### src/rtl/mem_lsu.sv
// MEM-stage load/store unit: runs one request/grant/rvalid bus transaction per
// memory instruction, aligns store data, extends load data, registers write-back.
module mem_lsu #(
    parameter int unsigned TIMEOUT = 255
) (
    input  logic        clk,
    input  logic        rst,
    input  logic [31:0] inst_i,
    input  logic [31:0] reg_wdata_i,
    input  logic        reg_we_i,
    input  logic [4:0]  reg_waddr_i,
    input  logic [31:0] mem_addr_i,
    input  logic [31:0] reg2_rdata_i,
    input  logic        bus_gnt_i,
    input  logic        bus_rvalid_i,
    input  logic [31:0] bus_rdata_i,
    output logic        bus_req_o,
    output logic        bus_we_o,
    output logic [31:0] bus_addr_o,
    output logic [31:0] bus_wdata_o,
    output logic [3:0]  bus_be_o,
    output logic [31:0] reg_wdata_o,
    output logic        reg_we_o,
    output logic [4:0]  reg_waddr_o,
    output logic        stall_o,
    output logic        misalign_o,
    output logic        bus_err_o
);

    localparam logic [6:0] OP_LOAD  = 7'b0000011;
    localparam logic [6:0] OP_STORE = 7'b0100011;
    localparam int unsigned CW = (TIMEOUT > 1) ? $clog2(TIMEOUT + 1) : 1;
    localparam logic [CW-1:0] CNT_LAST = CW'(TIMEOUT - 1);

    typedef enum logic [1:0] {IDLE, REQ, WAIT_R, DONE} state_t;

    state_t state_q, state_d;

    logic [CW-1:0] cnt_q, cnt_d;
    logic [1:0]    off_q, off_d;
    logic [2:0]    ldf3_q, ldf3_d;
    logic [4:0]    lwaddr_q, lwaddr_d;
    logic          lwe_q, lwe_d;
    logic          bwe_q, bwe_d;
    logic [31:0]   baddr_q, baddr_d;
    logic [31:0]   bwdata_q, bwdata_d;
    logic [3:0]    bbe_q, bbe_d;
    logic [31:0]   rwdata_q, rwdata_d;
    logic          rwe_q, rwe_d;
    logic [4:0]    rwaddr_q, rwaddr_d;
    logic          mis_q, mis_d;
    logic          err_q, err_d;

    logic [6:0]  opcode;
    logic [2:0]  f3;
    logic        is_load, is_store, is_bubble, misal, mem_go, expire;
    logic [31:0] shifted, ld_data;
    logic        unused_inst;

    assign opcode      = inst_i[6:0];
    assign f3          = inst_i[14:12];
    assign unused_inst = ^{inst_i[31:15], inst_i[11:7]};

    // Decode: funct3 values outside the legal sets under a memory opcode are bubbles.
    always_comb begin
        is_load   = (opcode == OP_LOAD) &&
                    (f3 == 3'b000 || f3 == 3'b001 || f3 == 3'b010 ||
                     f3 == 3'b100 || f3 == 3'b101);
        is_store  = (opcode == OP_STORE) &&
                    (f3 == 3'b000 || f3 == 3'b001 || f3 == 3'b010);
        is_bubble = ((opcode == OP_LOAD) || (opcode == OP_STORE)) && !(is_load || is_store);
        misal     = (is_load || is_store) &&
                    (((f3[1:0] == 2'b10) && (mem_addr_i[1:0] != 2'b00)) ||
                     ((f3[1:0] == 2'b01) && mem_addr_i[0]));
        mem_go    = (is_load || is_store) && !misal;
    end

    assign expire = (TIMEOUT != 0) && (cnt_q == CNT_LAST);

    always_comb begin
        shifted = bus_rdata_i >> {off_q, 3'b000};
        case (ldf3_q)
            3'b000:  ld_data = {{24{shifted[7]}}, shifted[7:0]};
            3'b100:  ld_data = {24'h0, shifted[7:0]};
            3'b001:  ld_data = {{16{shifted[15]}}, shifted[15:0]};
            3'b101:  ld_data = {16'h0, shifted[15:0]};
            default: ld_data = bus_rdata_i;
        endcase
    end

    always_ff @(posedge clk or negedge rst) begin
        if (!rst) state_q <= IDLE;
        else      state_q <= state_d;
    end

    // Handshake is tested before expiry so a grant on the last cycle still wins.
    always_comb begin
        state_d = state_q;
        case (state_q)
            IDLE:    if (mem_go) state_d = REQ;
            REQ:     if (bus_gnt_i)    state_d = bwe_q ? DONE : WAIT_R;
                     else if (expire)  state_d = DONE;
            WAIT_R:  if (bus_rvalid_i || expire) state_d = DONE;
            DONE:    state_d = IDLE;
            default: state_d = IDLE;
        endcase
    end

    always_comb begin
        bus_req_o   = (state_q == REQ);
        bus_we_o    = bwe_q;
        bus_addr_o  = baddr_q;
        bus_wdata_o = bwdata_q;
        bus_be_o    = bbe_q;
        reg_wdata_o = rwdata_q;
        reg_we_o    = rwe_q;
        reg_waddr_o = rwaddr_q;
        misalign_o  = mis_q;
        bus_err_o   = err_q;
        // Gated by reset so every output reads 0 while reset is held.
        stall_o     = rst && (((state_q == IDLE) && mem_go) ||
                              (state_q == REQ) || (state_q == WAIT_R));
    end

    always_comb begin
        cnt_d    = cnt_q;
        off_d    = off_q;
        ldf3_d   = ldf3_q;
        lwaddr_d = lwaddr_q;
        lwe_d    = lwe_q;
        bwe_d    = bwe_q;
        baddr_d  = baddr_q;
        bwdata_d = bwdata_q;
        bbe_d    = bbe_q;
        rwdata_d = rwdata_q;
        rwe_d    = rwe_q;
        rwaddr_d = rwaddr_q;
        mis_d    = 1'b0;
        err_d    = 1'b0;
        case (state_q)
            IDLE: begin
                if (mem_go) begin
                    baddr_d  = {mem_addr_i[31:2], 2'b00};
                    bwe_d    = is_store;
                    off_d    = mem_addr_i[1:0];
                    ldf3_d   = f3;
                    lwaddr_d = reg_waddr_i;
                    lwe_d    = reg_we_i;
                    cnt_d    = '0;
                    rwe_d    = 1'b0;
                    case (f3[1:0])
                        2'b00: begin
                            bwdata_d = {4{reg2_rdata_i[7:0]}};
                            bbe_d    = 4'b0001 << mem_addr_i[1:0];
                        end
                        2'b01: begin
                            bwdata_d = {2{reg2_rdata_i[15:0]}};
                            bbe_d    = mem_addr_i[1] ? 4'b1100 : 4'b0011;
                        end
                        default: begin
                            bwdata_d = reg2_rdata_i;
                            bbe_d    = 4'b1111;
                        end
                    endcase
                end else if (misal) begin
                    mis_d = 1'b1;
                    rwe_d = 1'b0;
                end else if (is_bubble) begin
                    rwe_d = 1'b0;
                end else begin
                    rwdata_d = reg_wdata_i;
                    rwe_d    = reg_we_i;
                    rwaddr_d = reg_waddr_i;
                end
            end
            REQ: begin
                if (bus_gnt_i) begin
                    rwe_d = 1'b0;
                    cnt_d = '0;
                end else if (expire) begin
                    err_d = 1'b1;
                    rwe_d = 1'b0;
                end else begin
                    cnt_d = cnt_q + CW'(1);
                end
            end
            WAIT_R: begin
                if (bus_rvalid_i) begin
                    rwdata_d = ld_data;
                    rwe_d    = lwe_q;
                    rwaddr_d = lwaddr_q;
                end else if (expire) begin
                    err_d = 1'b1;
                    rwe_d = 1'b0;
                end else begin
                    cnt_d = cnt_q + CW'(1);
                end
            end
            default: rwe_d = 1'b0;
        endcase
    end

    always_ff @(posedge clk or negedge rst) begin
        if (!rst) begin
            cnt_q    <= '0;
            off_q    <= '0;
            ldf3_q   <= '0;
            lwaddr_q <= '0;
            lwe_q    <= 1'b0;
            bwe_q    <= 1'b0;
            baddr_q  <= '0;
            bwdata_q <= '0;
            bbe_q    <= '0;
            rwdata_q <= '0;
            rwe_q    <= 1'b0;
            rwaddr_q <= '0;
            mis_q    <= 1'b0;
            err_q    <= 1'b0;
        end else begin
            cnt_q    <= cnt_d;
            off_q    <= off_d;
            ldf3_q   <= ldf3_d;
            lwaddr_q <= lwaddr_d;
            lwe_q    <= lwe_d;
            bwe_q    <= bwe_d;
            baddr_q  <= baddr_d;
            bwdata_q <= bwdata_d;
            bbe_q    <= bbe_d;
            rwdata_q <= rwdata_d;
            rwe_q    <= rwe_d;
            rwaddr_q <= rwaddr_d;
            mis_q    <= mis_d;
            err_q    <= err_d;
        end
    end

endmodule

### config.mk
export PLATFORM = sky130hd
export DESIGN_NAME = mem_lsu
export DESIGN_NICKNAME = d
export VERILOG_FILES = /design/src/rtl/mem_lsu.sv
export SDC_FILE = /design/constraint.sdc
export NUM_CORES = 1
export LEC_CHECK = 0
export ABC_CLOCK_PERIOD_IN_PS = 5900
export CORE_MARGIN = 4
export CORE_UTILIZATION = 40
export CTS_CLUSTER_SIZE = 40
export DETAILED_ROUTE_END_ITERATION = 8
export PLACE_DENSITY = 0.76
export SLEW_MARGIN = 30
export SYNTH_ARGS = -nofsm -noshare
export SYNTH_HDL_FRONTEND = slang
export SYNTH_SLANG_ARGS = --single-unit
### constraint.sdc
create_clock -name clk -period 5.9 [get_ports clk]
set_input_delay 1.475 -clock clk [delete_from_list [all_inputs] [get_ports clk]]
set_output_delay 1.475 -clock clk [all_outputs]
set_load 0.03 [all_outputs]
== Yosys cells after proc, flatten, opt, wreduce, memory -nomap -nowiden ==
Index checks and enable logic that the tools add are counted.
Cells by class
  reduce and logical (&&, ||, !) cells: 32
  add/subtract/negate cells: 1
  eq/ne operators: 23
  shifts and indexed selects: 2
  mux-type cells: 39
Operators with widths (number)
  two-way mux 32 bit: 4
  one-hot mux 32 bit (2 select lines): 2
  one-hot mux 32 bit (4 select lines): 1
  two-way mux 8 bit: 4
  >> shifter 32 x 5 -> 16 bit: 1
  one-hot mux 8 bit (3 select lines): 1
  two-way mux 5 bit: 4
  inequality test 2 bit, second input constant: 7
  two-way mux 1 bit: 13
  == test 3 bit, second input constant: 4
  logical OR 1 bit: 10
  one-hot mux 5 bit (2 select lines): 1
  logical AND 1 bit: 9
  adder 8 x 1 -> 8 bit, second input constant: 1
  == test 8 bit, second input constant: 1
  two-way mux 2 bit: 4
  one-hot mux 2 bit (4 select lines): 1
  one-hot mux 4 bit (2 select lines): 1
  == test 7 x 2 -> 1 bit, second input constant: 1
  == test 7 x 6 -> 1 bit, second input constant: 1
  == test 2 bit, second input constant: 3
  == test 3 x 1 -> 1 bit, second input constant: 2
  logical NOT 3 bit: 2
  AND reduction 3 bit: 2
  13 further kinds: 17
Word-level totals
  output and inout port bits: 111
  input bits: 170
  flip-flop bits (word level): 128

== Depth between registers and ports, before layout ==
  depth after elaboration: 14
  mapped depth: 9
  gate-level depth less buffers: 7

== Worst setup path before layout ==
No wires, ideal clock.
  path type: input -> output
  from: input port inst_i[12]
  to: output port stall_o
  slack: 1216 ps
  data arrival time: 3209 ps
  cell stages on the path: 6
  data required time: 4425 ps
  cell sequence: buf_2 or2_1 o31ai_4 nand3_4 clkbuf_1 a21boi_0
On the way
  cells in the longest elaborated chain, start to end: 14
  elaborated cells between the ends (all ways): 24
  classes of those cells: eq/ne: 6; reduce/logical: 18
RTL lines
  start, declared: line 8  | input logic [31:0] inst_i,
  == test 3 x 1 -> 1 bit or logical NOT 3 bit (tied branches): line 67, 70
  logical OR 1 bit (2 in a row): line 67, 70
  logical OR 1 bit: line 67  | (f3 == 3'b000 || f3 == 3'b001 || f3 == 3'b010 ||
  logical OR 1 bit: line 68  | f3 == 3'b100 || f3 == 3'b101);
  logical AND 1 bit: line 66  | is_load = (opcode == OP_LOAD) &&
  logical OR 1 bit: line 72, 75
  logical AND 1 bit: line 72  | misal = (is_load || is_store) &&
  logical NOT 1 bit: line 75  | mem_go = (is_load || is_store) && !misal;
  logical AND 1 bit (*): line 75
  logical AND 1 bit (*): line 121  | stall_o = rst && (((state_q == IDLE) && mem_go) ||
  logical OR 1 bit (*): line 121
  logical OR 1 bit (*): line 122  | (state_q == REQ) || (state_q == WAIT_R));
  logical AND 1 bit (*): line 121
  end, declared: line 25  | output logic stall_o,
Every way passes the cells marked *; elsewhere a longest branch is shown, timed or not.

== Worst setup path after layout ==
  from: input port inst_i[3]
  to: output port stall_o
On the way
  cells in the longest elaborated chain, start to end: 10
  elaborated cells between the ends (all ways): 12
  classes of those cells: eq/ne: 2; reduce/logical: 10
RTL lines (line)
  == test 7 x 2 -> 1 bit or == test 7 x 6 -> 1 bit (tied branches): 66, 69
  logical AND 1 bit, on equally long branches: 66, 69
  logical OR 1 bit (*): 72, 75
  logical AND 1 bit: 72
  logical NOT 1 bit: 75
  logical AND 1 bit (*): 75
  logical AND 1 bit (*): 121
  logical OR 1 bit (*): 121
  logical OR 1 bit (*): 122
  logical AND 1 bit (*): 121
Marks and branches as above.

==> metrics.yaml <==
status:
  outcome: "finished, final reports clean"
grt:
  grt_pass1_vias: 5914
  grt_pass1_wl_um: 31660
  grt_start_max_net_pins: 89
  antenna_found_initial: 1
  grt.total_usage: 0.2199
  overflow: 0
sta:
  rsz0062_at_grt: "false"
  fin_skew_ps: 10.46
  tns_ps: 0
  slew_violations: 0
  fin_crit_sh: 0.8872
  worst_slew_pin_slew_ps: 897.7
  finalSetupViolCount: 0
  final_hold_viol_count: 0
  finalWorstSetupSlack_ps: 665.7
  slew_headroom: 0.3993
  whs_ps: 477.3
  fmax_ghz: 0.1910
  fin_crit_ps: 5234
layout:
  diodes: 0
  final_util: 0.6169
  areaGrowthSynthToFinish_pct: 50.66
  n_fill_cell: 1348
  nets: 1042
  final_layout_size_suffix_gt1_frac: 0.1297
yosys:
  ys_seq_area_frac: 0.4907
  ys.warnings.count: 0
  synth-edff-count: 0
  synth_cell_types: 61
  synth_top_area_frac: 0.4907
  ys_top_cells_by_area: "dfrtp_1, mux2_2, mux2i_1"
  netlist.top_cell.by_area: "dfrtp_1"
  synth_compound_area_frac: 0.1976
  synth-simple-area-share: 0.1116
  synth_ff_type: "dfrtp_1"
  synthMuxAreaShare: 0.1476
  syn_area_mm2: 0.006528
  synth_top_family_by_area: "compound AO/OA/AOI/OAI gates"
  synth_area_per_cell_um2: 10.41
  synth_xor_area_frac: 0.001342
  netlist_instances: 627
  synth_fa_ha_area_frac: 0.01150
  synth-seq-cells: 128
  async_flop_share: 1.000
min_path:
  min_path_cells: 2
  hold_path.class: "reg2reg"
placed_design:
  post-place-ws_ps: 679.5
  portBuffers: 256
  place.gp.congestion: 0.8346
  dpl.hpwl_um: 14450
die:
  die-area_mm2: 0.01843
  dieWidth_um: 135.7
  io_pins: 281
  initial_core_util: 0.4094
  fp.coreArea_mm2: 0.01594
  rows: 46
  die_h_um: 135.7
clocking:
  postCtsHoldBufs: 0
  cts_tree: "done"
  h-tree-depth: 4
  numCtsBuffers: 17
  post_cts_buffers: 0
  clock_sinks: 128
  clk_latency_ps: 420
  path_clk_slew_ps: 60
  clockBufferDepth: 2
  root_buffer: "clkbuf_16"
  cts_resized: 0
worst_setup_path:
  end_kind: "primary output"
  critPathLaunch: "inst_i[3]"
  timing.rr.end: "reg_wdata_o[6]"
  slowest_delay_ps: 500
  startpoint_type: "input pin"
  path_cells: "clkdlybuf4s50_1 -> nor4_2 -> and3_1 -> nand3_4 -> a21boi_0 -> buf_12"
  cp.depth: 6
  cp.arrival_ps: 3760
  crit_fanout: 22
  crit_buf_inv: 2
  timing.rr.start: "state_q[0]"
  critical-path-top-delay-family: "simple AND/OR/NAND/NOR gates"
  worstPathRequired_ps: 4430
  cp-endpoint: "stall_o"
  cp_slowest_cell: "and3_1"
  reg2regPathDepth: 8
  critPathKind: "in2out"
  r2r_slack_ps: 3330
route:
  first_pass_iters: 5
  vias_per_cell: 5.292
  drtIter0Drc: 330
  drc: 0
  wl_per_cell_um: 18.59
  drtAntennaViolNets: 0
  routed_wl_um: 20360
  dr_total_vias: 5795
run:
  drv_cap: 0
power:
  power_mw: 3.921
  ir_drop_mv: 0.1937
  power.density_mw_per_mm2: 398.7
  leakage_nw: 4.138
-- worst reg2reg max path: cells and delay by family (launching register included) --
kind	cells	cell delay, ps
flip-flops	1	440
AND/OR/NAND/NOR	3	760
adder cells (fa/ha/maj)	1	220
buffers and inverters	2	540
AO/OA/AOI/OAI	2	530
-- synthesized netlist by cell type (8+ instances only) --
library cell and count:
dfrtp_1 128, nand2_1 79, nor2_1 51, mux2_2 45, o21ai_0 42, mux2i_1 40
clkbuf_1 25, o22ai_1 24, a21oi_1 21, a221oi_1 14, o21ai_1 13, o2bb2ai_1 13
buf_2 12, a221oi_2 10, inv_1 10, a21o_1 8, a31oi_1 8
-- metal layers --
metal	up-vias	GRT usage	share of wire	routed length, µm
met2	230	0.3529	0.46	9456
met3	23	0.09473	0.11	2326
met4	0	0.05767	0.013	267
met1	2780	0.2737	0.41	8309
li1	2762	-	-	-
met5	-	0	0	0
-- cell usage in the layout, fill, tap and decap left out, types with 4 or more instances in the layout --
master / netlist / routed
clkdlybuf4s50_1: 0 / 254
dfrtp_1: 128 / 128
mux2_2: 45 / 45
ha_1: 6 / 6
o21ai_1: 13 / 13
nor2_1: 51 / 50
a221oi_2: 10 / 10
nand2_1: 79 / 79
a21o_1: 8 / 8
a31oi_1: 8 / 8
nand2b_1: 5 / 4
o2bb2ai_1: 13 / 13
o22ai_1: 24 / 24
mux2_1: 5 / 5
mux2i_1: 40 / 40
nor2b_1: 6 / 6
a221oi_1: 14 / 14
clkbuf_16: 0 / 17
o21ai_0: 42 / 42
a31o_2: 6 / 6
a21oi_1: 21 / 21
inv_1: 10 / 10
buf_4: 6 / 8
-- how the worst min path moves through the flow --
stage	from	end
2_1_floorplan	lwaddr_q[0]	lwaddr_q[0]
4_1_cts	bus_wdata_o[17]	bus_wdata_o[17]
6_report	bus_wdata_o[20]	bus_wdata_o[20]
3_3_place_gp	bus_wdata_o[10]	bus_wdata_o[10]
5_1_grt	bus_wdata_o[20]	bus_wdata_o[20]
3_5_place_dp	bus_wdata_o[17]	bus_wdata_o[17]
-- where the power goes --
group,internal [mW],switching [mW]
Sequential,1.06,0.135
Combinational,0.701,0.962
Clock,0.640,0.423
Total,2.40,1.52
-- flip-flops by register name, indices dropped and copies added (netlist names), 3 cells and up --
register,cells
bus_wdata_o,32
reg_wdata_o,32
bus_addr_o,30
cnt_q,8
lwaddr_q,5
reg_waddr_o,5
bus_be_o,4
ldf3_q,3
-- final cells by class --
| class | instances | area, µm² | area share |
|---|---|---|---|
| clock inverter | 14 | 156.4 | 0.01590 |
| sequential | 128 | 3203 | 0.3257 |
| inverter | 10 | 37.54 | 0.003817 |
| timing repair buffer | 265 | 2645 | 0.2690 |
| multi-input combinational | 444 | 3083 | 0.3135 |
| clock buffer | 18 | 439.2 | 0.04466 |
| tap | 216 | 270.3 | 0.02748 |
-- stage by stage --
| step | std cells | area [µm²] |
|---|---|---|
| 6_report | 1095 | 9834 |
| 5_1_grt | 1095 | 9834 |
| 4_1_cts | 1095 | 9834 |
| 3_5_place_dp | 1063 | 9239 |
| 3_3_place_gp | 1063 | 9228 |
| 2_1_floorplan | 628 | 6531 |
-- cell families (layout without fill, tap and decap cells) --
| family | count (synthesis) | in the layout |
|---|---|---|
| compound gates | 181 | 181 |
| xor+xnor | 1 | 1 |
| fa+ha+maj | 6 | 6 |
| buf+inv | 56 | 307 |
| flops | 128 | 128 |
| mux | 90 | 90 |
| other cells | 1 | 2 |
| simple gates | 164 | 164 |
(Power assumes the default switching activity.)
